--- src/rtl/frac_div_ctrl.sv ---
// frac_div_ctrl: runtime-programmable clockin/N or clockin/(N+0.5) divider controller.
// The ratio is loaded through a valid/ready handshake and only takes effect on a frame
// boundary, so clockout never glitches on a ratio change.
module frac_div_ctrl #(
   parameter int unsigned NW           = 4,
   parameter int unsigned N_MIN        = 2,
   parameter int unsigned DEFAULT_N    = 4,
   parameter bit          DEFAULT_HALF = 1'b1
) (
   input  logic          clockin,
   input  logic          reset,
   input  logic          en,
   input  logic          cfg_valid,
   output logic          cfg_ready,
   input  logic [NW-1:0] cfg_n,
   input  logic          cfg_half,
   output logic          cfg_err,
   output logic          clockout,
   output logic          frame_start,
   output logic [NW-1:0] active_n,
   output logic          active_half,
   output logic          pending
);

   // Counter holds up to 2*(2^NW-1); the half-cycle index is twice that plus one.
   localparam int unsigned   CW    = NW + 1;
   localparam int unsigned   HW    = NW + 2;
   localparam logic [NW-1:0] NMinW = NW'(N_MIN);
   localparam logic [NW-1:0] DefN  = NW'(DEFAULT_N);

   // Output level for half-cycle h of a frame: high while (h mod P) < ceil(P/2).
   // A frame never holds more than two periods, so one conditional subtract gives h mod P.
   function automatic logic level_at(input logic [HW-1:0] h, input logic [NW-1:0] n,
                                     input logic half);
      logic [HW-1:0] p;
      logic [HW-1:0] hi;
      logic [HW-1:0] hm;
      p  = {1'b0, n, half};
      hi = {2'b00, n} + {{(HW-1){1'b0}}, half};
      hm = (h >= p) ? (h - p) : h;
      return hm < hi;
   endfunction

   // Last counter value of a frame: N-1 (integer ratio) or 2N (half ratio).
   function automatic logic [CW-1:0] last_cnt(input logic [NW-1:0] n, input logic half);
      return (half ? {n, 1'b1} : {1'b0, n}) - CW'(1);
   endfunction

   logic [CW-1:0] cnt_q, cnt_d, cnt_nx, last_q;
   logic          run_q, run_d;
   logic          x_q, x_d;
   logic          y_q, y_d;
   logic          fs_q, fs_d;
   logic          err_q, err_d;
   logic          pend_q, pend_d;
   logic [NW-1:0] pend_n_q, pend_n_d;
   logic          pend_half_q, pend_half_d;
   logic [NW-1:0] act_n_q, act_n_d;
   logic          act_half_q, act_half_d;
   logic          wrap, boundary, xfer, legal, apply;

   // Next-state decode for the posedge stage and the negedge retiming term.
   always_comb begin
      last_q   = last_cnt(act_n_q, act_half_q);
      wrap     = run_q && (cnt_q >= last_q);
      boundary = !run_q || wrap;
      xfer     = cfg_valid && !pend_q;
      legal    = cfg_n >= NMinW;
      apply    = pend_q && (!en || boundary);

      act_n_d     = act_n_q;
      act_half_d  = act_half_q;
      pend_d      = pend_q;
      pend_n_d    = pend_n_q;
      pend_half_d = pend_half_q;
      if (apply) begin
         act_n_d    = pend_n_q;
         act_half_d = pend_half_q;
         pend_d     = 1'b0;
      end
      // xfer needs pend_q=0, so it never collides with apply on the same edge.
      if (xfer && legal) begin
         pend_d      = 1'b1;
         pend_n_d    = cfg_n;
         pend_half_d = cfg_half;
      end
      err_d = xfer && !legal;

      run_d = en;
      cnt_d = (en && !boundary) ? (cnt_q + CW'(1)) : '0;
      fs_d  = en && boundary;

      // Posedge term: high for the whole coming cycle only when both halves are high.
      x_d = en && level_at({cnt_d, 1'b0}, act_n_d, act_half_d)
               && level_at({cnt_d, 1'b1}, act_n_d, act_half_d);

      // Negedge term: covers the second half of this cycle when the high run continues into
      // the first half of the next one. A frame always starts high, so predicting the next
      // count with the current ratio is exact across a ratio change.
      cnt_nx = (cnt_q >= last_q) ? '0 : (cnt_q + CW'(1));
      y_d    = run_q && level_at({cnt_q, 1'b1}, act_n_q, act_half_q)
                     && level_at({cnt_nx, 1'b0}, act_n_q, act_half_q);
   end

   // Posedge state: frame counter, ratio registers, handshake and posedge clock term.
   always_ff @(posedge clockin) begin
      if (reset) begin
         cnt_q       <= '0;
         run_q       <= 1'b0;
         x_q         <= 1'b0;
         fs_q        <= 1'b0;
         err_q       <= 1'b0;
         pend_q      <= 1'b0;
         pend_n_q    <= DefN;
         pend_half_q <= DEFAULT_HALF;
         act_n_q     <= DefN;
         act_half_q  <= DEFAULT_HALF;
      end else begin
         cnt_q       <= cnt_d;
         run_q       <= run_d;
         x_q         <= x_d;
         fs_q        <= fs_d;
         err_q       <= err_d;
         pend_q      <= pend_d;
         pend_n_q    <= pend_n_d;
         pend_half_q <= pend_half_d;
         act_n_q     <= act_n_d;
         act_half_q  <= act_half_d;
      end
   end

   // Negedge retiming of the second-half clock term.
   always_ff @(negedge clockin) begin
      if (reset) begin
         y_q <= 1'b0;
      end else begin
         y_q <= y_d;
      end
   end

   // Gating with run_q forces clockout low from the posedge that samples en=0.
   assign clockout    = x_q | (y_q & run_q);
   assign cfg_ready   = ~pend_q;
   assign cfg_err     = err_q;
   assign frame_start = fs_q;
   assign active_n    = act_n_q;
   assign active_half = act_half_q;
   assign pending     = pend_q;

endmodule
--- config.mk ---
export PLATFORM = sky130hd
export DESIGN_NAME = frac_div_ctrl
export DESIGN_NICKNAME = d
export VERILOG_FILES = /design/src/rtl/frac_div_ctrl.sv
export SDC_FILE = /design/constraint.sdc
export NUM_CORES = 1
export LEC_CHECK = 0
export CAP_MARGIN = 5
export CORE_ASPECT_RATIO = 0.5
export CORE_MARGIN = 8
export CORE_UTILIZATION = 35
export CTS_BUF_LIST = sky130_fd_sc_hd__clkbuf_8
export DETAILED_ROUTE_END_ITERATION = 8
export MAX_ROUTING_LAYER = met4
export PLACE_DENSITY = 0.59
export SYNTH_ARGS = -nofsm -noshare
export SYNTH_HDL_FRONTEND = slang
export SYNTH_SLANG_ARGS = --single-unit
--- constraint.sdc ---
create_clock -name clockin -period 10.6 [get_ports clockin]
set_input_delay 2.12 -clock clockin [delete_from_list [all_inputs] [get_ports clockin]]
set_output_delay 2.12 -clock clockin [all_outputs]
set_load 0.005 [all_outputs]
==> results by group, run 1 <==
Pwr
  • VDD IR max: 0.0000321 V
  • LEAKAGE: 1.34 nW
  • Pwr dens: 73.4 nW/µm²
  • Tot Pwr: 210 µW

STA
  • Worst Skew: 0.0718 ns
  • Max Slew Vio Count: 0
  • Hold Worst Slack: 0.509 ns
  • Final setup violation count: 0
  • Slew @ Worst Pin: 0.610 ns
  • RSZ-0062 raised after global routing: false
  • Setup tns final: 0 ns
  • Worst slew margin: around three fifths
  • Final Hold Viols: 0

Logic synthesis
  • Ys async rst share: 0%
  • Synth top area cells: ha_1 (22%), dfxtp_1 (17%), a21oi_1 (4.2%), nor2_1 (4.2%), mux2i_1 (4.0%)
  • Top-count cell post-synth: ha_1
  • Net Count, Synth: 360
  • Post-synth top cells: ha_1 (44), nor2_1 (28), nand2_1 (26)
  • Post-synthesis sequential area ratio: 16.9%
  • Avg Cell Area, Syn: 8.19 µm²
  • Cell Area, Synth: 2480 µm²
  • Synth top area share: 22.2%
  • Synth area leader: ha_1
  • Post-synthesis cell count: 303
  • FF+latch count, synth: 21
  • Unique masters post-synth: 53
  • EDFF count, synth: 0
  • Yosys warnings: 0
  • Most used DFF post-synth: dfxtp_1

Clock network
  • CTS H-Tree Depth: 1
  • Clock Latency Late Sink: 0.33 ns
  • Max Root-Sink Buffers: 2
  • # clock sinks: 21
  • CTS Root Cell: clkbuf_8
  • Clock tree from TritonCTS: done
  • CTS clk-pin slew, worst paths: approximately 0.080 ns
  • CTS buffer count: 3

Routing
  • Antenna Violating Nets Remaining: 0
  • First-pass iteration count of the detailed router: 4
  • Final WL: 6440 µm
  • Via count: 2175
  • DRC Markers: 0
  • Vias per cell: 5.24
  • Initial DRC Count: between 100 and 150
  • Drt wl/cell: 15.5 µm

Floorplan
  • FP Rows: 21
  • Die Height: about 76 µm
  • Die area: 10200 µm²
  • CORE AREA: 6780 µm²
  • Initial core utilization: a little over a third
  • Horiz. Die Dim: 135 µm
  • # IOs: 19

Setup path
  • CP arrival: 5.19 ns
  • Crit path launch type: flip-flop
  • Critical path peak fanout: 6
  • CP Capture Type: flip-flop
  • CP required: 5.53 ns
  • Kind of critical path: reg2reg

GRT
  • Gr ovfl total: 0
  • First-pass GRT wire length: about 11000 µm
  • GRT Overall Usage: between 10% and 20%
  • Largest net degree at the start of global routing: 20
  • Initial antenna violation count: 0
  • Vias in the first global route: 2251

Layout
  • Synth-to-layout area growth: 15.4%
  • Antenna diodes: 0
  • Final net count: 381
  • Fillers: 701
  • Final Cell Area: 2870 µm²
  • Layout cell share with drive strength beyond 1: 8.67%

Placed design
  • Dpl cell area: 2780 µm²
  • PortBufs: 18
  • Routability congestion estimate: slightly below 0.9
  • Final HPWL DP: about 5400 µm

Status
  • Status: complete, no violations

Hold path
  • HP Class: reg2reg

Run
  • Max Cap Viol: 0
## metrics by stage
step / std cells / worst slack (ns) / util (%)
after floorplan: 303 / 0.374 / -
after global placement: 410 / 0.237 / 40.9
after detailed placement: 410 / 0.0619 / 40.9
after CTS: 414 / 0.0569 / 41.6
after global routing: 415 / 0.000991 / 42.3
final: 415 / 0.342 / 42.3
## area by class of cell
type / instances / area, µm² / area share [%]
clock inverter: 2 / 7.51 / 0.262
inverter: 23 / 86.3 / 3.01
multi-input combinational: 250 / 1970 / 68.7
tap: 92 / 115 / 4.02
clock buffer: 3 / 41.3 / 1.44
timing repair buffer: 24 / 225 / 7.86
sequential: 21 / 422 / 14.7
## routing by layer
layer / vias to the layer above / global-route usage (%) / part of all wire [%]
met5: - / - / 0
met4: 0 / 3.29 / 1.1
met1: 1033 / 15.8 / 49
li1: 1116 / - / -
met3: 7 / 0.987 / 1.1
met2: 19 / 23.7 / 49
## cells in the final DEF, fill, tap and decap left out, types with 5 or more instances in the layout
master           instances
ha_1                    44
nor2_1                  26
nand2_1                 25
inv_1                   23
a21oi_1                 20
dfxtp_1                 20
clkdlybuf4s50_1         18
a21o_1                  11
o21ai_0                 11
xnor2_1                 11
mux2i_1                 10
nand3_1                  8
o21ai_1                  7
xor2_1                   7
nor2b_1                  6
buf_4                    6
nand2b_1                 5
## kinds of logic (layout without fill, tap and decap cells)
group / Yosys count / in the layout / share of synthesized area, %
buffers and inverters: 32 / 52 / 5.24
DFF: 21 / 21 / 16.9
and+or+nand+nor: 92 / 92 / 18.1
xor gates and xnor gates: 18 / 18 / 6.35
AOI/OAI and AO/OA: 78 / 78 / 21.6
adders and majority gates: 48 / 48 / 25.4
muxes: 14 / 14 / 6.30
## path summary, 6_finish.rpt
path / slack [ns] / cells after the start / to / from
worst max-delay path: 0.34 / 26 / y_q$_SDFF_NP0_ / active_half$_SDFF_PP1_
worst min-delay path: 0.51 / 1 / frame_start$_SDFF_PP0_ / run_q$_SDFF_PP0_
worst max register to register: 0.34 / 26 / y_q$_SDFF_NP0_ / active_half$_SDFF_PP1_
worst min register to register: 0.51 / 1 / frame_start$_SDFF_PP0_ / run_q$_SDFF_PP0_
## state kept, by name, indices dropped and copies added, names as in the netlist
signal	count
run_q	1
y_q	1
pend_half_q	1
x_q	1
frame_start	1
active_half	1
pending	1
pend_n_q	4
active_n	4
cnt_q	5
cfg_err	1
## power breakdown
group	internal, mW	switching [mW]
Clock	0.0264	0.0283
Combinational	0.0326	0.0374
Sequential	0.0825	0.00323
## timing repair
| item | 4_1_cts | 5_1_grt |
|---|---|---|
| setup endpoints to repair | 0 | 1 |
| hold buffers | 0 | 0 |
| setup buffers | 0 | 1 |
| gates resized for setup | 0 | 11 |
## critical path, cell delays in order (launching register included)
cell       delay [ns]
dfxtp_2          0.36
inv_2            0.10
ha_1             0.19
ha_1             0.18
inv_1            0.07
a2111oi_1        0.35
a31oi_1          0.09
ha_1             0.39
a21oi_4          0.23
o21ai_4          0.10
nor2_2           0.18
inv_1            0.08
fa_1             0.41
nor2b_1          0.13
o21a_1           0.13
o21ai_1          0.07
nand2_1          0.14
nor2_4           0.06
nand2_1          0.07
o21ai_1          0.06
ha_1             0.28
a21o_1           0.18
a221o_1          0.31
a21oi_1          0.12
o211ai_1         0.11
a211o_1          0.25
a311oi_1         0.27
(Power assumes the default switching activity.)
==> run 2: changes to the inputs <==
CORE_UTILIZATION = 30   (was 35)
PLACE_DENSITY = 0.58   (was 0.59)
TNS_END_PERCENT = 20   (was not set)
==> run 2 against run 1 <==
Effect of this change: global-route usage shrank 1.7 points; worst hold slack got worse by 0.015 ns; sequential share of layout area is 0.35 points lower; die area up 14%; cell count grew 5.5%; clock-buffer cell count stayed put; design area is 2.1% higher; total power grew 0.85%; utilization is 5.8 points lower; sequential power barely moved; clock power grew 1%; critical path depth rose by 1; critical path type unchanged.
==> results by group, run 2 (synthesis gave the netlist of run 1 again) <==
Status
  • Status: complete, no violations

Setup path
  • Critical path peak fanout: 5 (-1)
  • R2R Path End: y_q$_SDFF_NP0_
  • CP Capture Type: flip-flop
  • Reg2reg setup slack: 0.40 ns (+0.06 ns)
  • Slowest stage delay, CP: 0.41 ns (about the same)
  • Worst r2r path cells: 27 (+3.8%)
  • Reg2reg start: active_n[0]$_SDFF_PP0_
  • CP required: 5.54 ns (about the same)
  • CP dominant cell by count: ha_1
  • Crit path launch type: flip-flop
  • CP max-delay cell: fa_1
  • CP arrival: 5.14 ns (-0.05 ns)
  • CP bufs+invs: 4 (+1)
  • Crit path max-delay family: compound AO/OA/AOI/OAI gates
  • Kind of critical path: reg2reg

Layout
  • Largest register by flop count: cnt_q
  • Final net count: 384 (+0.79%)
  • Commonest non-fill, non-tap cell in the layout: ha_1
  • Largest register FFs: 5 (unchanged)
  • Layout cell share with drive strength beyond 1: 10.4% (+1.8 points)
  • Leading cell types in the layout, fill and taps excluded: ha_1 (44), nand2_1 (25), nor2_1 (25), inv_1 (22), dfxtp_1 (21)
  • Synth-to-layout area growth: 17.9%
  • Antenna diodes: 0 (unchanged)
  • Layout Utilization: 36.5% (-5.8 points)
  • Final Cell Area: 2930 µm² (+2.1%)

Pwr
  • LEAKAGE: 1.36 nW (+1.1%)
  • Pwr dens: 72.5 nW/µm² (-1.3%)
  • VDD IR max: 0.0000400 V (+25%)

GRT
  • Largest net degree at the start of global routing: 20 (unchanged)
  • Vias in the first global route: 2133 (-5.2%)
  • Initial antenna violation count: 0 (unchanged)
  • First-pass GRT wire length: 10400 µm (-1.5%)
  • GRT Overall Usage: 11.4% (-1.7 points)
  • Gr ovfl total: 0 (unchanged)

Clock network
  • CTS Hold Bufs: 0 (unchanged)
  • Clock tree from TritonCTS: done
  • Clock Latency Late Sink: 0.33 ns (about the same)
  • CTS H-Tree Depth: 1 (unchanged)
  • CTS clk-pin slew, worst paths: 0.08 ns (about the same)
  • Max Root-Sink Buffers: 2 (unchanged)
  • CTS Root Cell: clkbuf_8
  • # clock sinks: 21 (unchanged)
  • CTS buffer count: 3 (unchanged)

STA
  • Final setup violation count: 0 (unchanged)
  • Worst slew margin: 60.5% (+1.5 points)
  • Hold Worst Slack: 0.494 ns (-0.0147 ns)
  • Max Slew Vio Count: 0 (unchanged)
  • Final Hold Viols: 0 (unchanged)
  • Setup ws final: 0.399 ns (+0.0570 ns)
  • Worst Skew: 0.0735 ns (+0.00172 ns)
  • Slew @ Worst Pin: 0.588 ns (-0.0220 ns)
  • Setup tns final: 0 ns (unchanged)
  • RSZ-0062 raised after global routing: false

Routing
  • Via count: 2154 (-0.97%)
  • Final WL: 6190 µm (-3.8%)
  • Drt wl/cell: 14.1 µm (-8.8%)
  • Antenna Violating Nets Remaining: 0 (unchanged)
  • Initial DRC Count: 99 (-7.5%)
  • First-pass iteration count of the detailed router: 4 (unchanged)
  • Vias per cell: 4.92 (-6.2%)
  • DRC Markers: 0 (unchanged)

Hold path
  • Hold Path Depth: 1 (unchanged)
  • HP Class: reg2reg
  • Hold Startpoint: run_q$_SDFF_PP0_
  • End of the worst hold path: frame_start$_SDFF_PP0_

Floorplan
  • FP Rows: 23 (+9.5%)
  • # IOs: 19 (unchanged)
  • Initial core utilization: 30.9% (-5.7 points)
  • Horiz. Die Dim: 145 µm (+7.1%)
  • CORE AREA: 8030 µm² (+18%)
  • Die area: 11600 µm² (+14%)
  • Die Height: 80.3 µm (+6.3%)

Run
  • Max Cap Viol: 0 (unchanged)

Placed design
  • Dpl cell area: 2820 µm² (+1.7%)
  • Pre-CTS setup slack: 0.137 ns (+0.0746 ns)
  • Routability congestion estimate: 0.876 (+0.39%)
  • Final HPWL DP: 5190 µm (-3.0%)
  • PortBufs: 18 (unchanged)
-- run 2: power breakdown --
group	internal [mW]	switching, mW
clock network	0.0267	0.0285
registers	0.0824	0.00312
logic	0.0336	0.0377
-- run 2: timing repair --
item	CTS	global route
resized for setup	0	12
buffers inserted	0	1
endpoints found under the setup margin	0	1
-- run 2: per-layer routing --
layer  track usage [%]  vias up  wire, µm
met5                 -        -         0
met3             0.591        4       103
li1                  -     1122         -
met4              2.47        0        61
met2              19.4       17      2940
met1              14.7     1011      3090
-- run 2: area by class of cell --
class	instances	area, µm²
Fill cell	844	5100
Multi-Input combinational cell	250	1980
Sequential cell	21	420
Timing Repair Buffer	27	248
Tap cell	112	140
Inverter	23	86.3
Clock buffer	3	41.3
Clock inverter	2	8.76
-- run 2: worst reg2reg max path: cells and delay by family (launching register included) --
kind                     cells  cell delay, ns
AO/OA/AOI/OAI               13            2.25
flip-flops                   1            0.35
AND/OR/NAND/NOR              5            0.51
adder cells (fa/ha/maj)      5            1.36
buffers and inverters        4            0.41
-- run 2: worst max path at each step --
stage                                 startpoint              to  cells after the start  slack [ns]
after CTS                 active_n[0]$_SDFF_PP0_  y_q$_SDFF_NP0_                     25        0.13
after global routing      active_n[0]$_SDFF_PP0_  y_q$_SDFF_NP0_                     27        0.03
after detailed placement  active_n[0]$_SDFF_PP0_  y_q$_SDFF_NP0_                     24        0.14
after floorplan           active_half$_SDFF_PP1_  y_q$_SDFF_NP0_                     25        0.37
final                     active_n[0]$_SDFF_PP0_  y_q$_SDFF_NP0_                     27        0.40
after global placement    active_n[0]$_SDFF_PP0_  y_q$_SDFF_NP0_                     24        0.27
-- run 2: metrics by stage --
step,std cells,power (mW)
2_1_floorplan,303,0.137
3_3_place_gp,433,0.159
3_5_place_dp,433,0.158
4_1_cts,437,0.211
5_1_grt,438,0.226
6_report,438,0.212
